--- src/rtl/id_ex_pipe_reg.sv ---
// ID/EX pipeline register: valid/ready handshake with a 2-entry skid buffer, sync flush and bubble masking.
// Optional performance counters are enabled by defining ID_EX_PERF_CNT_EN.
module id_ex_pipe_reg #(
    parameter int                    XLEN       = 32,
    parameter int                    ALU_CTRL_W = 5,
    parameter int                    REG_ADDR_W = 5,
    parameter logic [ALU_CTRL_W-1:0] NOP_CTRL   = '0
) (
    input  logic                  clk,
    input  logic                  rst_n,
    input  logic                  flush_i,
    input  logic                  in_valid_i,
    output logic                  in_ready_o,
    input  logic [XLEN-1:0]       in_op_a_i,
    input  logic [XLEN-1:0]       in_op_b_i,
    input  logic [ALU_CTRL_W-1:0] in_alu_ctrl_i,
    input  logic [REG_ADDR_W-1:0] in_reg_waddr_i,
    input  logic                  in_reg_we_i,
    output logic                  out_valid_o,
    input  logic                  out_ready_i,
    output logic [XLEN-1:0]       out_op_a_o,
    output logic [XLEN-1:0]       out_op_b_o,
    output logic [ALU_CTRL_W-1:0] out_alu_ctrl_o,
    output logic [REG_ADDR_W-1:0] out_reg_waddr_o,
    output logic                  out_reg_we_o,
    output logic [31:0]           stall_cnt_o,
    output logic [31:0]           bubble_cnt_o
);

    typedef enum logic [1:0] {EMPTY, FULL, SKID} state_t;

    typedef struct packed {
        logic [XLEN-1:0]       op_a;
        logic [XLEN-1:0]       op_b;
        logic [ALU_CTRL_W-1:0] alu_ctrl;
        logic [REG_ADDR_W-1:0] reg_waddr;
        logic                  reg_we;
    } entry_t;

    localparam entry_t RESET_ENTRY = '{op_a: '0, op_b: '0, alu_ctrl: NOP_CTRL, reg_waddr: '0, reg_we: 1'b0};

    state_t state;
    entry_t main_q;
    entry_t skid_q;
    entry_t in_entry;
    logic   accept;
    logic   deliver;

    // Both handshake flags decode the state register only, so in_ready_o has no path from out_ready_i.
    assign in_ready_o  = (state != SKID);
    assign out_valid_o = (state != EMPTY);
    assign accept      = in_valid_i & in_ready_o;
    assign deliver     = out_valid_o & out_ready_i;

    assign in_entry = '{op_a: in_op_a_i, op_b: in_op_b_i, alu_ctrl: in_alu_ctrl_i,
                        reg_waddr: in_reg_waddr_i, reg_we: in_reg_we_i};

    // NOTE: state and data use non-blocking assignments so every register samples pre-edge values.
    always_ff @(posedge clk or negedge rst_n) begin
        if (!rst_n) begin
            state  <= EMPTY;
            main_q <= RESET_ENTRY;
            skid_q <= RESET_ENTRY;
        end else if (flush_i) begin
            state <= EMPTY;
        end else begin
            case (state)
                EMPTY: begin
                    if (accept) begin
                        main_q <= in_entry;
                        state  <= FULL;
                    end
                end
                FULL: begin
                    if (deliver && accept) begin
                        main_q <= in_entry;
                    end else if (deliver) begin
                        state <= EMPTY;
                    end else if (accept) begin
                        skid_q <= in_entry;
                        state  <= SKID;
                    end
                end
                SKID: begin
                    if (deliver) begin
                        main_q <= skid_q;
                        state  <= FULL;
                    end
                end
                default: state <= EMPTY;
            endcase
        end
    end

    // Empty slots present a NOP; operands keep their last value since EX ignores them.
    assign out_op_a_o      = main_q.op_a;
    assign out_op_b_o      = main_q.op_b;
    assign out_alu_ctrl_o  = out_valid_o ? main_q.alu_ctrl  : NOP_CTRL;
    assign out_reg_waddr_o = out_valid_o ? main_q.reg_waddr : '0;
    assign out_reg_we_o    = out_valid_o & main_q.reg_we;

`ifdef ID_EX_PERF_CNT_EN
    logic [31:0] stall_cnt_q;
    logic [31:0] bubble_cnt_q;

    // Saturating counters; flush deliberately does not clear them.
    always_ff @(posedge clk or negedge rst_n) begin
        if (!rst_n) begin
            stall_cnt_q  <= '0;
            bubble_cnt_q <= '0;
        end else begin
            if (out_valid_o && !out_ready_i && (stall_cnt_q != 32'hFFFF_FFFF)) begin
                stall_cnt_q <= stall_cnt_q + 32'd1;
            end
            if (!out_valid_o && (bubble_cnt_q != 32'hFFFF_FFFF)) begin
                bubble_cnt_q <= bubble_cnt_q + 32'd1;
            end
        end
    end

    assign stall_cnt_o  = stall_cnt_q;
    assign bubble_cnt_o = bubble_cnt_q;
`else
    assign stall_cnt_o  = '0;
    assign bubble_cnt_o = '0;
`endif

endmodule

--- config.mk ---
export PLATFORM = sky130hd
export DESIGN_NAME = id_ex_pipe_reg
export DESIGN_NICKNAME = d
export VERILOG_FILES = /design/src/rtl/id_ex_pipe_reg.sv
export SDC_FILE = /design/constraint.sdc
export NUM_CORES = 1
export LEC_CHECK = 0
export BUFFER_PORTS_ARGS = -buffer_cell sky130_fd_sc_hd__buf_2
export CORE_MARGIN = 2
export CORE_UTILIZATION = 40
export CTS_CLUSTER_SIZE = 20
export DETAILED_ROUTE_END_ITERATION = 16
export PLACE_DENSITY = 0.67
export RECOVER_POWER = 50
export SYNTH_ARGS = -nofsm -noshare
export SYNTH_HDL_FRONTEND = slang
export SYNTH_SLANG_ARGS = --single-unit
--- constraint.sdc ---
create_clock -name clk -period 1.6 [get_ports clk]
set_input_delay 0.32 -clock clk [delete_from_list [all_inputs] [get_ports clk]]
set_output_delay 0.32 -clock clk [all_outputs]
set_load 0.05 [all_outputs]
==> impl_metrics.toml <==
[run_status]
status = "finished with violations"
violations = "negative setup slack"

[placement]
place_congestion = 0.703
io_buffers = 156
hpwl_um = 10600
dp_cells = 911

[setup_path]
crit_path_max_fanout = 5
crit_arrival_ns = 2.08
cp_num_buf_inv = 3
crit_slowest_cell = "dfrtp_2"
rr_endpoint = "out_op_a_o[8]"
r2r_start = "state[1]"
crit_family = "multiplexers"
rr_worst_depth = 6
path_depth = 6
worstSetupStartpoint = "state[1]"
crit_path_end_kind = "flop"
criticalPathCategory = "flop to flop"
reg2reg_slack_ns = -0.18
crit_end = "out_op_a_o[8]"
cp_cell_sequence = "nor2b_4 -> buf_6 -> buf_6 -> buf_16 -> mux2_2 -> mux2_2"
cp-start-kind = "flop"
slowest_delay_ns = 0.43
cp.required_ns = 1.89

[yosys]
synth_cell_types = 24
synthSimpleGateAreaFrac_pct = 1.78
synth_top_family_by_area = "multiplexers"
synthMuxAreaShare_pct = 33.2
postSynthCellCount = 559
ys_ff_latch = 152
synth_area_leaders = "dfrtp_1, mux2_2, mux2_1"
synth_compound_area_share_pct = 0.452
synth_seq_area_share_pct = 49.1
synth_fa_ha_area_share_pct = 0
postSynthAreaPerCell_um2 = 13.9
ys_warn_count = 0
yosys.area.top_type = "dfrtp_1"
synth_xor_area_share_pct = 0
yosysTopAreaCellShare_pct = 49.1
netlist_area_um2 = 7740

[grt]
grt_use_total_pct = 16.5
antenna_found_initial = 0
grt_pass1_vias = 4819
grt-ovfl-total = 0
grt_start_max_net_pins = 44
grt_pass1_wl_um = 25900

[sta]
max_slew_margin_pct = 59.8
fin_hold_ws_ns = 0.140
finalHoldViolCount = 0
setup_ws_ns = -0.182
setup_viol = 140
fmax_ghz = 0.561
layout_min_cycle_time_ns = 1.78
worst_pin_slew_ns = 0.603
finalCritPeriodShare_pct = 111
report.final.slew_viol_count = 0
rsz0062_at_grt = "yes"
clock_skew_ns = 0.00784

[hold_path]
min_from = "in_op_a_i[21]"
min_path_type = "input port to flop"

[cts]
cts-root-buf = "clkbuf_16"
clkLatencyLatePin_ns = 0.41
cts_tree = "yes"
clockBufferDepth = 2
cts.sink_count = 152
cts_made_buffers = 17
cts.reportedPaths.clkPinSlew_ns = 0.06
htreeDepth = 4

[detailed_routing]
wl_per_cell_um = 18.7
wl_um = 18500
drtIter0Drc = 102
viasPerCell = 4.63
first_pass_iters = 4
drc = 0
vias = 4578
final_antenna_net_count = 0

[pwr]
power_frac_seq_pct = 40.1
power_frac_comb_pct = 31.4
total_power_mw = 13.2
intPower_mw = 8.65
p_leak_nw = 4.81
swShare_pct = 34.5
power_frac_clock_pct = 28.5
p_per_area_nw_per_um2 = 1310
vdd_drop_max_mv = 0.824
switching_power_mw = 4.57

[finish]
instances_no_fill = 988
n_fill_cell = 1549
area_growth_pct = 30.2
nNetsFinal = 794
drive_gt1_share_pct = 62.7

[floorplan]
rows = 50
fp.dieW_um = 143
die_y_um = 143
core-area_um2 = 18800
io_pins = 221
dieArea_um2 = 20500
initial_core_util_pct = 41.1

[job]
maxCapViolations = 0
==> repair_timing <==
action / CTS / global route
cloned: 11 / 14
buffers inserted: 19 / 5
endpoints found under the hold margin: 16 / 0
hold buffers: 1 / 0
gates resized for setup: 73 / 99
pin swaps: 0 / 1
setup endpoints to repair: 162 / 163
==> cell type report <==
type | count | area [µm²] | share of cell area, %
Multi-Input combinational cell | 315 | 3420 | 33.9
Antenna cell | 1 | 2.50 | 0.0248
Sequential cell | 152 | 3810 | 37.8
Clock buffer | 20 | 447 | 4.43
Clock inverter | 12 | 103 | 1.02
Tap cell | 260 | 325 | 3.23
Timing Repair Buffer | 226 | 1970 | 19.5
Inverter | 2 | 12.5 | 0.124
==> routing by layer <==
metal	global-route usage (%)	share of wire, %	up-vias
li1	-	-	2055
met1	21.0	45	2344
met2	27.7	49	162
met3	4.73	5.5	17
met4	4.06	0.84	0
met5	0	0	-
==> layout by cell type (no fill, tap or decap), types with 4 or more instances in the layout <==
cell and n:
conb_1 64, mux2_2 74, clkinv_2 6, buf_6 9, buf_12 12, buf_2 144
dfrtp_1 150, buf_16 10, buf_8 8, clkbuf_2 4, mux2_4 117, mux2_1 34
nor2b_1 11, clkbuf_16 28, buf_4 27
==> power by group through the flow <==
stage	Sequential, mW	Clock [mW]	Combinational [mW]
after floorplan	5.14	0	3.36
after global placement	5.23	0	3.43
after detailed placement	5.30	0	3.53
after CTS	5.26	3.83	3.78
after global routing	5.41	4.03	4.36
final	5.30	3.77	4.15
==> how the worst min path moves through the flow <==
stage	slack, ns	to	cells past startpoint
floorplan	0.02	main_q[0]	0
global placement	0.20	out_op_a_o[8]	1
detailed placement	0.20	out_op_a_o[14]	1
CTS	0.12	skid_q[48]	2
global route	0.13	skid_q[67]	2
finish	0.14	skid_q[64]	2
==> metrics by stage <==
stage / worst slack (ns) / instance area, µm² / utilization (%) / TNS, ns
floorplan: -0.140 / 7980 / - / -1.26
global placement: -0.201 / 8230 / 43.7 / -22.19
detailed placement: -0.215 / 8230 / 43.7 / -23.48
CTS: -0.224 / 9500 / 50.4 / -26.97
global route: -0.269 / 10100 / 53.5 / -27.89
finish: -0.182 / 10100 / 53.5 / -17.81
==> flip-flops by register name (all words and copies together), names as in the netlist <==
| register | flops |
|---|---|
| skid_q | 75 |
| main_q | 11 |
| out_op_a_o | 32 |
| state | 2 |
| out_op_b_o | 32 |
==> synth_stat cells <==
library cell / n
buf_2: 7
buf_6: 15
mux2_4: 10
nor2b_4: 1
dfrtp_1: 152
buf_4: 130
nand2b_1: 1
nand3b_1: 1
clkbuf_1: 1
nor2b_1: 11
nor2b_2: 1
a21oi_1: 2
conb_1: 1
inv_2: 1
mux2_1: 101
nor3_1: 1
a21oi_2: 1
o22a_1: 1
inv_1: 1
nor3b_2: 1
nor2_1: 2
o21a_1: 1
nand2_1: 2
mux2_2: 114
==> cells by family (layout without fill, tap and decap cells) <==
kind of cell	after synthesis	in the layout
AND/OR/NAND/NOR	21	21
flip-flops	152	152
buffers and inverters	155	260
multiplexers	225	225
other	1	65
AO/OA/AOI/OAI	5	5
Power figures use the tool's default switching activity.
